<file path="config.mk">
export PLATFORM = sky130hd
export DESIGN_NAME = keypad_scan_ctrl
export DESIGN_NICKNAME = d
export VERILOG_FILES = /design/src/rtl/keypad_pkg.sv /design/src/rtl/key_fifo.sv /design/src/rtl/keypad_scan_ctrl.sv
export SDC_FILE = /design/constraint.sdc
export NUM_CORES = 1
export LEC_CHECK = 0
export CAP_MARGIN = 20
export CORE_AREA = 2 2 86 88
export CTS_CLUSTER_SIZE = 16
export DETAILED_ROUTE_END_ITERATION = 8
export DIE_AREA = 0 0 88 90
export HOLD_SLACK_MARGIN = 0.02
export MAX_ROUTING_LAYER = met4
export PLACE_DENSITY = 0.66
export RECOVER_POWER = 50
export SYNTH_ARGS = -nofsm -noshare
export SYNTH_HDL_FRONTEND = slang
export SYNTH_HIERARCHICAL = 1
export SYNTH_SLANG_ARGS = --single-unit
</file>
<file path="constraint.sdc">
create_clock -name clk -period 2.9 [get_ports clk]
set_input_delay 0.58 -clock clk [delete_from_list [all_inputs] [get_ports clk]]
set_output_delay 0.58 -clock clk [all_outputs]
set_load 0.05 [all_outputs]
</file>
<file path="src/rtl/keypad_pkg.sv">
// Shared types and helpers for the keypad scan controller.
// Optional auto-repeat is enabled by defining KEYPAD_AUTOREPEAT_EN.
package keypad_pkg;

    localparam int ROWS = 4;
    localparam int COLS = 4;

    typedef logic [3:0] key_code_t;

    typedef enum logic [2:0] {
        DRIVE,
        SAMPLE,
        DEBOUNCE,
        PUSH,
        HELD
    } scan_state_t;

    // Multi-row presses resolve to the lowest row index.
    function automatic logic [1:0] lowest_row_idx(input logic [ROWS-1:0] rows);
        logic [1:0] idx;
        idx = 2'd0;
        for (int i = ROWS - 1; i >= 0; i--) begin
            if (rows[i]) idx = 2'(i);
        end
        return idx;
    endfunction

    function automatic logic [COLS-1:0] col_onehot(input logic [1:0] idx);
        logic [COLS-1:0] v;
        v = '0;
        v[idx] = 1'b1;
        return v;
    endfunction

endpackage

</file>
<file path="src/rtl/key_fifo.sv">
// Synchronous FIFO with a registered head word; push and pop in the same
// cycle are both honoured, including a push into a full FIFO that is popping.
module key_fifo #(
    parameter int DEPTH = 4,
    parameter int WIDTH = 4
) (
    input  logic             clk,
    input  logic             rst_n,
    input  logic             i_push,
    input  logic [WIDTH-1:0] i_data,
    input  logic             i_pop,
    output logic [WIDTH-1:0] o_data,
    output logic             o_valid,
    output logic             o_full
);

    localparam int AW = $clog2(DEPTH);

    logic [WIDTH-1:0] r_mem [DEPTH];
    logic [AW-1:0]    r_wr_ptr;
    logic [AW-1:0]    r_rd_ptr;
    logic [AW:0]      r_count;
    logic [WIDTH-1:0] r_head;

    logic             w_pop_ok;
    logic             w_push_ok;
    logic [AW-1:0]    w_rd_ptr_next;

    assign o_full        = (r_count == (AW+1)'(DEPTH));
    assign w_pop_ok      = i_pop && (r_count != '0);
    assign w_push_ok     = i_push && (!o_full || w_pop_ok);
    assign w_rd_ptr_next = r_rd_ptr + AW'(w_pop_ok);

    always_ff @(posedge clk) begin
        if (w_push_ok) r_mem[r_wr_ptr] <= i_data;
    end

    // Head register looks ahead to the next read slot, bypassing a write to it.
    always_ff @(posedge clk or negedge rst_n) begin
        if (!rst_n) begin
            r_wr_ptr <= '0;
            r_rd_ptr <= '0;
            r_count  <= '0;
            r_head   <= '0;
        end else begin
            if (w_push_ok) r_wr_ptr <= r_wr_ptr + AW'(1);
            r_rd_ptr <= w_rd_ptr_next;
            r_count  <= r_count + (AW+1)'(w_push_ok) - (AW+1)'(w_pop_ok);
            if (w_push_ok && (r_wr_ptr == w_rd_ptr_next)) r_head <= i_data;
            else                                          r_head <= r_mem[w_rd_ptr_next];
        end
    end

    assign o_data  = r_head;
    assign o_valid = (r_count != '0);

endmodule

</file>
<file path="src/rtl/keypad_scan_ctrl.sv">
// 4x4 keypad scanner: column drive, settle, debounce, encode, FIFO delivery.
// Define KEYPAD_AUTOREPEAT_EN to re-push a held key every REPEAT_CYC cycles.
module keypad_scan_ctrl
    import keypad_pkg::*;
#(
    parameter int SETTLE_CYC   = 4,
    parameter int DEBOUNCE_CYC = 16,
    parameter int FIFO_DEPTH   = 4
) (
    input  logic            clk,
    input  logic            rst_n,
    input  logic [ROWS-1:0] row,
    output logic [COLS-1:0] col,
    output key_code_t       key_code,
    output logic            key_valid,
    input  logic            key_ready,
    output logic            overflow,
    input  logic            clr_overflow,
    output logic            pressed
);

    localparam int CNT_MAX = (SETTLE_CYC > DEBOUNCE_CYC) ? SETTLE_CYC : DEBOUNCE_CYC;
    localparam int CW      = $clog2(CNT_MAX + 1);

    logic [ROWS-1:0] r_row_meta;
    logic [ROWS-1:0] r_row_s;
    scan_state_t     r_state;
    logic [CW-1:0]   r_cnt;
    logic [1:0]      r_col_idx;
    logic [COLS-1:0] r_col;
    logic [ROWS-1:0] r_snap;
    key_code_t       r_code;
    logic            r_pressed;
    logic            r_overflow;

    logic            w_push;
    logic            w_pop;
    logic            w_full;

`ifdef KEYPAD_AUTOREPEAT_EN
    localparam int REPEAT_CYC = 1024;
    localparam int RW         = $clog2(REPEAT_CYC);
    logic [RW-1:0]   r_rep_cnt;
    logic            r_rep_fire;
    assign w_push = (r_state == PUSH) || r_rep_fire;
`else
    assign w_push = (r_state == PUSH);
`endif

    assign w_pop = key_valid && key_ready;

    always_ff @(posedge clk or negedge rst_n) begin
        if (!rst_n) begin
            r_row_meta <= '0;
            r_row_s    <= '0;
        end else begin
            r_row_meta <= row;
            r_row_s    <= r_row_meta;
        end
    end

    always_ff @(posedge clk or negedge rst_n) begin
        if (!rst_n) begin
            r_state   <= DRIVE;
            r_cnt     <= '0;
            r_col_idx <= 2'd0;
            r_col     <= col_onehot(2'd0);
            r_snap    <= '0;
            r_code    <= '0;
            r_pressed <= 1'b0;
`ifdef KEYPAD_AUTOREPEAT_EN
            r_rep_cnt  <= '0;
            r_rep_fire <= 1'b0;
`endif
        end else begin
`ifdef KEYPAD_AUTOREPEAT_EN
            r_rep_fire <= 1'b0;
`endif
            case (r_state)
                DRIVE: begin
                    if (r_cnt == CW'(SETTLE_CYC - 1)) begin
                        r_cnt   <= '0;
                        r_state <= SAMPLE;
                    end else begin
                        r_cnt <= r_cnt + CW'(1);
                    end
                end
                SAMPLE: begin
                    if (r_row_s == '0) begin
                        r_col_idx <= r_col_idx + 2'd1;
                        r_col     <= col_onehot(r_col_idx + 2'd1);
                        r_state   <= DRIVE;
                    end else begin
                        r_snap  <= r_row_s;
                        r_code  <= {lowest_row_idx(r_row_s), r_col_idx};
                        r_cnt   <= '0;
                        r_state <= DEBOUNCE;
                    end
                end
                // The SAMPLE cycle already matched, so DEBOUNCE_CYC-1 more are needed.
                DEBOUNCE: begin
                    if (r_row_s != r_snap) begin
                        r_cnt   <= '0;
                        r_state <= DRIVE;
                    end else if (r_cnt == CW'(DEBOUNCE_CYC - 2)) begin
                        r_cnt     <= '0;
                        r_pressed <= 1'b1;
                        r_state   <= PUSH;
                    end else begin
                        r_cnt <= r_cnt + CW'(1);
                    end
                end
                PUSH: begin
                    r_cnt   <= '0;
                    r_state <= HELD;
`ifdef KEYPAD_AUTOREPEAT_EN
                    r_rep_cnt <= '0;
`endif
                end
                HELD: begin
                    if (r_row_s != '0) begin
                        r_cnt <= '0;
                    end else if (r_cnt == CW'(DEBOUNCE_CYC - 1)) begin
                        r_cnt     <= '0;
                        r_pressed <= 1'b0;
                        r_col_idx <= r_col_idx + 2'd1;
                        r_col     <= col_onehot(r_col_idx + 2'd1);
                        r_state   <= DRIVE;
                    end else begin
                        r_cnt <= r_cnt + CW'(1);
                    end
`ifdef KEYPAD_AUTOREPEAT_EN
                    if (r_row_s == r_snap) begin
                        if (r_rep_cnt == RW'(REPEAT_CYC - 1)) begin
                            r_rep_cnt  <= '0;
                            r_rep_fire <= 1'b1;
                        end else begin
                            r_rep_cnt <= r_rep_cnt + RW'(1);
                        end
                    end else begin
                        r_rep_cnt <= '0;
                    end
`endif
                end
                default: r_state <= DRIVE;
            endcase
        end
    end

    // A simultaneous pop makes room, so only an unpopped full FIFO drops the code.
    always_ff @(posedge clk or negedge rst_n) begin
        if (!rst_n) begin
            r_overflow <= 1'b0;
        end else if (w_push && w_full && !w_pop) begin
            r_overflow <= 1'b1;
        end else if (clr_overflow) begin
            r_overflow <= 1'b0;
        end
    end

    key_fifo #(
        .DEPTH (FIFO_DEPTH),
        .WIDTH ($bits(key_code_t))
    ) u_fifo (
        .clk     (clk),
        .rst_n   (rst_n),
        .i_push  (w_push),
        .i_data  (r_code),
        .i_pop   (w_pop),
        .o_data  (key_code),
        .o_valid (key_valid),
        .o_full  (w_full)
    );

    assign col      = r_col;
    assign pressed  = r_pressed;
    assign overflow = r_overflow;

endmodule

</file>
* Word-level counts from Yosys, hierarchy flattened *
Memories as Yosys holds them, arrays and structs flattened. A register that Yosys moved wholly into a read port is not among the register bits.
Index checks and enable logic that the tools add are counted.
W data, S select, Z words.

storage, ports and cells
  register bits after elaboration = 39
  RAM bits = 16
  input port bits = 8
  memories = 1

operators by class
  add/subtract/negate cells = 6
  order comparisons = 2
  equality and inequality tests = 17
  muxes and demuxes = 37
  bitwise gates (word level) = 1
  reductions and logical operators = 23

memory list
  name          words  width  read ports  clocked after Yosys merged registers in  write ports  line            RTL
  u_fifo.r_mem  4      4      1           1                                        1            key_fifo.sv:19  logic [WIDTH-1:0] r_mem [DEPTH];

operator list
  kind                   number
  $mux W5                6
  $pmux W5 S5            1
  $mux W2                8
  $mux W3                5
  $pmux W3 S5            1
  $ne A2 B2 Y1 const B   7
  $mux W4                3
  $eq A5 B4 Y1 const B   2
  $mux W1                9
  $pmux W4 S2            1
  $reduce_and A4 Y1      2
  $eq A3 B2 Y1 const B   2
  $eq A3 B3 Y1 const B   2
  $logic_and A1 B1 Y1    6
  $reduce_bool A2 Y1     3
  $add A5 B1 Y5 const B  1
  $eq A5 B2 Y1 const B   1
  $reduce_and A5 Y1      1
  $reduce_bool A5 Y1     1
  $add A2 B1 Y2 const B  2
  $logic_not A4 Y1       1
  $ne A4 B4 Y1           1
  $pmux W2 S2            1
  $reduce_and A2 Y1      2
  other kinds (15)       17

* Longest topological paths before layout *
  word-level depth = 8
  mapped depth = 10
  depth with buffers taken out = 9

* Modules after synthesis *
The synthesis kept the hierarchy.

by module, submodules not included
  module            times used  cells each  area each (µm²)  sequential area each (µm²)
  keypad_scan_ctrl  1           133         1475.2           802.0
  key_fifo          1           70          1227.4           755.7

* Worst setup path before layout *
OpenSTA, ideal clock, no wires.

  path kind = flip-flop to flip-flop
  from = register u_fifo.r_count[1]
  to = register u_fifo.r_count[2]
  library setup time = 0.123 ns
  arrival = 2.826 ns
  data required time = 2.777 ns
  slack = -0.049 ns
  stages on the path, launching flop included = 11
  buffers on the path = 1
  clock period less this slack = 2.949 ns
  cell sequence = dfrtp_1 > or3_2 > and2_1 > or4b_4 > buf_6 > nand2_1 > mux2i_1 > ha_1 > fa_1 > xnor2_1 > xnor2_1

between the ends
  cells in the longest elaborated chain, start to end = 7
  elaborated cells on any way between the ends = 9
  classes of those cells = add/sub (2); eq/ne (1); reduce/logical (6)

RTL lines
  element                 line                    RTL
  from (decl)             key_fifo.sv:22          logic [AW:0] r_count;
  from (signal assigned)  key_fifo.sv:48          r_count <= r_count + (AW+1)'(w_push_ok) - (AW+1)'(w_pop_ok);
  $reduce_bool A3 Y1 *    key_fifo.sv:55          assign o_valid = (r_count != '0);
  via key_valid           keypad_scan_ctrl.sv:15  output logic key_valid,
  $logic_and A1 B1 Y1 *   keypad_scan_ctrl.sv:50  assign w_pop = key_valid && key_ready;
  via w_pop               keypad_scan_ctrl.sv:37  logic w_pop;
  $logic_and A1 B1 Y1 *   key_fifo.sv:30          assign w_pop_ok = i_pop && (r_count != '0);
  $logic_or A1 B1 Y1      key_fifo.sv:31          assign w_push_ok = i_push && (!o_full || w_pop_ok);
  $logic_and A1 B1 Y1     key_fifo.sv:31
  $add A3 B1 Y3           key_fifo.sv:48
  $sub A3 B1 Y3 *         key_fifo.sv:48

Mark *: on every way through the listed nets, which the timed path passes. The rest lies on a longest branch.
A chain may end at the register's enable or synchronous reset.

* Worst setup path after layout *
  from = register u_fifo.r_count[1]
  to = register u_fifo.r_count[2]

between the ends
  cells in the longest elaborated chain, start to end = 7
  elaborated cells on any way between the ends = 9
  classes of those cells = add/sub (2); eq/ne (1); reduce/logical (6)

RTL lines
  element                line
  $reduce_bool A3 Y1 *   key_fifo.sv:55
  $logic_and A1 B1 Y1 *  keypad_scan_ctrl.sv:50
  via w_pop              keypad_scan_ctrl.sv:37
  $logic_and A1 B1 Y1 *  key_fifo.sv:30
  $logic_or A1 B1 Y1     key_fifo.sv:31
  $logic_and A1 B1 Y1    key_fifo.sv:31
  $add A3 B1 Y3          key_fifo.sv:48
  $sub A3 B1 Y3 *        key_fifo.sv:48

Marked as above.

==> results_dict.tcl <==
set metrics [dict create \
    dpl.cell_count 319 \
    initial_utilization 0.385 \
    syn_to_final_growth_pct 18.1 \
    fin_cells 336 \
    r2r_end "u_fifo/r_count[2]$_DFF_PN0_" \
    io_buffers 18 \
    nNetsFinal 255 \
    fill_cells 640 \
    place_area_sq_um 3000 \
    status "complete, but fails checks" \
    ys_ff_latch 59 \
    drt_wl_total_um 4430 \
    synthesis.nets 226 \
    fin_crit_ns 2.63 \
    crit_required_ns 3.17 \
    dpl.hpwl_um 3040 \
    grt-ovfl-total 0 \
    core-area_sq_um 7020 \
    crit_path_start_kind "flop" \
    synth_cell_types 52 \
    cts_made_buffers 9 \
    tightest_slew_ns 1.80 \
    fin_crit_sh 0.906 \
    rsz0062_at_grt "no" \
    num_rows 31 \
    clk_pin_slew_worst_paths_ns 0.07 \
    leakagePower_nw 1.37 \
    cp_max_fo 4 \
    die_h_um 90 \
    max_slew_margin -0.197 \
    syn_avg_cell_area_sq_um 13.3 \
    setup_tns_ns 0 \
    layout-drive-gt1-share 0.186 \
    cts_resized 0 \
    fin_area_sq_um 3190 \
    pre_cts_ws_ns 0.160 \
    cap_violations 1 \
    mostFrequentLayoutCell "dfrtp_1" \
    r2r_start "u_fifo/r_count[1]$_DFF_PN0_" \
    regToRegSetupSlack_ns 0.27 \
    grt_first_pass_wirelength_um 7870 \
    grt_pass1_vias 1650 \
    place.gp.congestion 0.727 \
    path_class "flop to flop" \
    synth_edf_count 16 \
    synth.yosys.seq_area_share 0.576 \
    hold_class "input port to async pin" \
    n_antenna_cell 0 \
    antenna_left 0 \
    globalRouteTotalUtil 0.137 \
    antenna_found_initial 0 \
    io_pins 19 \
    end_kind "flop" \
    dr.pass1.iters 4 \
    ctsLongestPathBuffers 2 \
    dieWidth_um 88 \
    postCtsSetupBuffers 0 \
    grt_max_degree 44 \
    maxClockFrequency_mhz 381 \
    clock-sinks 59 \
    violations "max-capacitance violations, max-slew violations" \
    hold_viol 0 \
    netlist_area_sq_um 2700 \
    cts_max_level 3 \
    clk_latency_ns 0.35 \
    yosys_warnings 6 \
    drcViolationCount 0 \
    startpoint "u_fifo/r_count[1]$_DFF_PN0_" \
    finalMaxSlewViolations 35 \
    routedWlPerCell_um 13.2 \
    drt_iter0_markers 116 \
    ctsHoldBuffers 0 \
    powerDensity_nw_per_um2 1000 \
    r2r_cells 9 \
    async_flop_share 0.729 \
    skew_ns 0.0107 \
    setup_ws_ns 0.273 \
    synth_ff_type "dfrtp_1" \
    layout_common_cells "dfrtp_1 (42), nand2_1 (19), clkdlybuf4s50_1 (16), edfxtp_1 (16), ha_1 (14)" \
    ir_drop_uv 439 \
    syn_inst 203 \
    cts_tree "done" \
    vias 1630 \
    via_per_inst 4.85 \
    die-area_sq_um 7920 \
    cts-root-buf "clkbuf_8" \
    finalSetupViolCount 0 \
    cp_data_arrival_time_ns 2.89 \
]
-- sequential cells by signal, summed over array words and instances, names as in the netlist, 4 cells and up --
name and flops:
u_fifo/r_mem 16, r_snap 4, r_row_s 4, r_code 4, r_cnt 5, u_fifo/o_data 4, r_row_meta 4, col 4
-- stage by stage --
stage | util | power, W | hold slack (ns)
floorplan | - | 0.00222 | 0.284
global placement | 0.428 | 0.00247 | 0.332
detailed placement | 0.428 | 0.00251 | 0.335
CTS | 0.454 | 0.00324 | 0.350
global route | 0.455 | 0.00344 | 0.208
finish | 0.455 | 0.00320 | 0.183
-- kinds of logic (layout without fill, tap and decap cells) --
group	after synthesis	in the layout	synth area share
buffers and inverters	16	50	0.0269
XOR/XNOR	11	11	0.0407
AND/OR/NAND/NOR	60	60	0.129
AO/OA/AOI/OAI	29	29	0.0787
adder cells (fa/ha/maj)	15	15	0.0722
multiplexers	13	13	0.0759
flip-flops	59	59	0.576
-- layer usage --
| layer | GRT usage | vias up | wire length (um) |
|---|---|---|---|
| met1 | 0.165 | 806 | 2000 |
| met5 | - | - | 0 |
| met2 | 0.203 | 23 | 2190 |
| met4 | 0.0846 | 0 | 114 |
| met3 | 0.0367 | 11 | 124 |
| li1 | - | 790 | - |
-- synthesized netlist by cell type, types with 4 or more instances --
cell | count | area [sq um]
mux4_2 | 4 | 90.1
nand2_1 | 19 | 71.3
nand3_1 | 4 | 20.0
dfrtp_1 | 42 | 1050
edfxtp_1 | 16 | 480
xnor2_1 | 9 | 78.8
mux2_2 | 4 | 45.0
and3_2 | 4 | 30.0
nor2_1 | 9 | 33.8
ha_1 | 14 | 175
o21ai_0 | 8 | 40.0
a21oi_1 | 4 | 20.0
inv_1 | 11 | 41.3
mux2_4 | 4 | 60.1
-- cell type report --
type / count / area, sq um / area share
Inverter: 11 / 41.3 / 0.0129
Clock inverter: 5 / 55.1 / 0.0172
Sequential cell: 59 / 1560 / 0.488
Timing Repair Buffer: 23 / 208 / 0.0650
Clock buffer: 11 / 131 / 0.0411
Tap cell: 99 / 124 / 0.0388
Multi-Input combinational cell: 128 / 1080 / 0.337
-- how the worst max path moves through the flow --
stage                                        to  depth (start not counted)
finish              u_fifo/r_count[2]$_DFF_PN0_                          9
global route              r_snap[3]$_DFFE_PN0P_                          2
CTS                 u_fifo/r_count[2]$_DFF_PN0_                          9
detailed placement  u_fifo/r_count[2]$_DFF_PN0_                          9
global placement    u_fifo/r_count[2]$_DFF_PN0_                          9
floorplan           u_fifo/r_count[2]$_DFF_PN0_                         10
-- critical path: stages, from the launching register on --
cell and delay [ns]:
dfrtp_1 0.42, or3_4 0.41, and2_1 0.18, or4b_4 0.49, nand2_1 0.08, mux2i_1 0.07, ha_1 0.20, fa_1 0.38
xnor2_1 0.19, xnor2_1 0.13
-- power by group --
part	switching (W)	internal, W	total [W]
logic	0.000622	0.000588	0.00121
clock network	0.000322	0.000394	0.000716
registers	0.000191	0.00108	0.00127
total	0.00113	0.00207	0.00320
(Power assumes the default switching activity.)
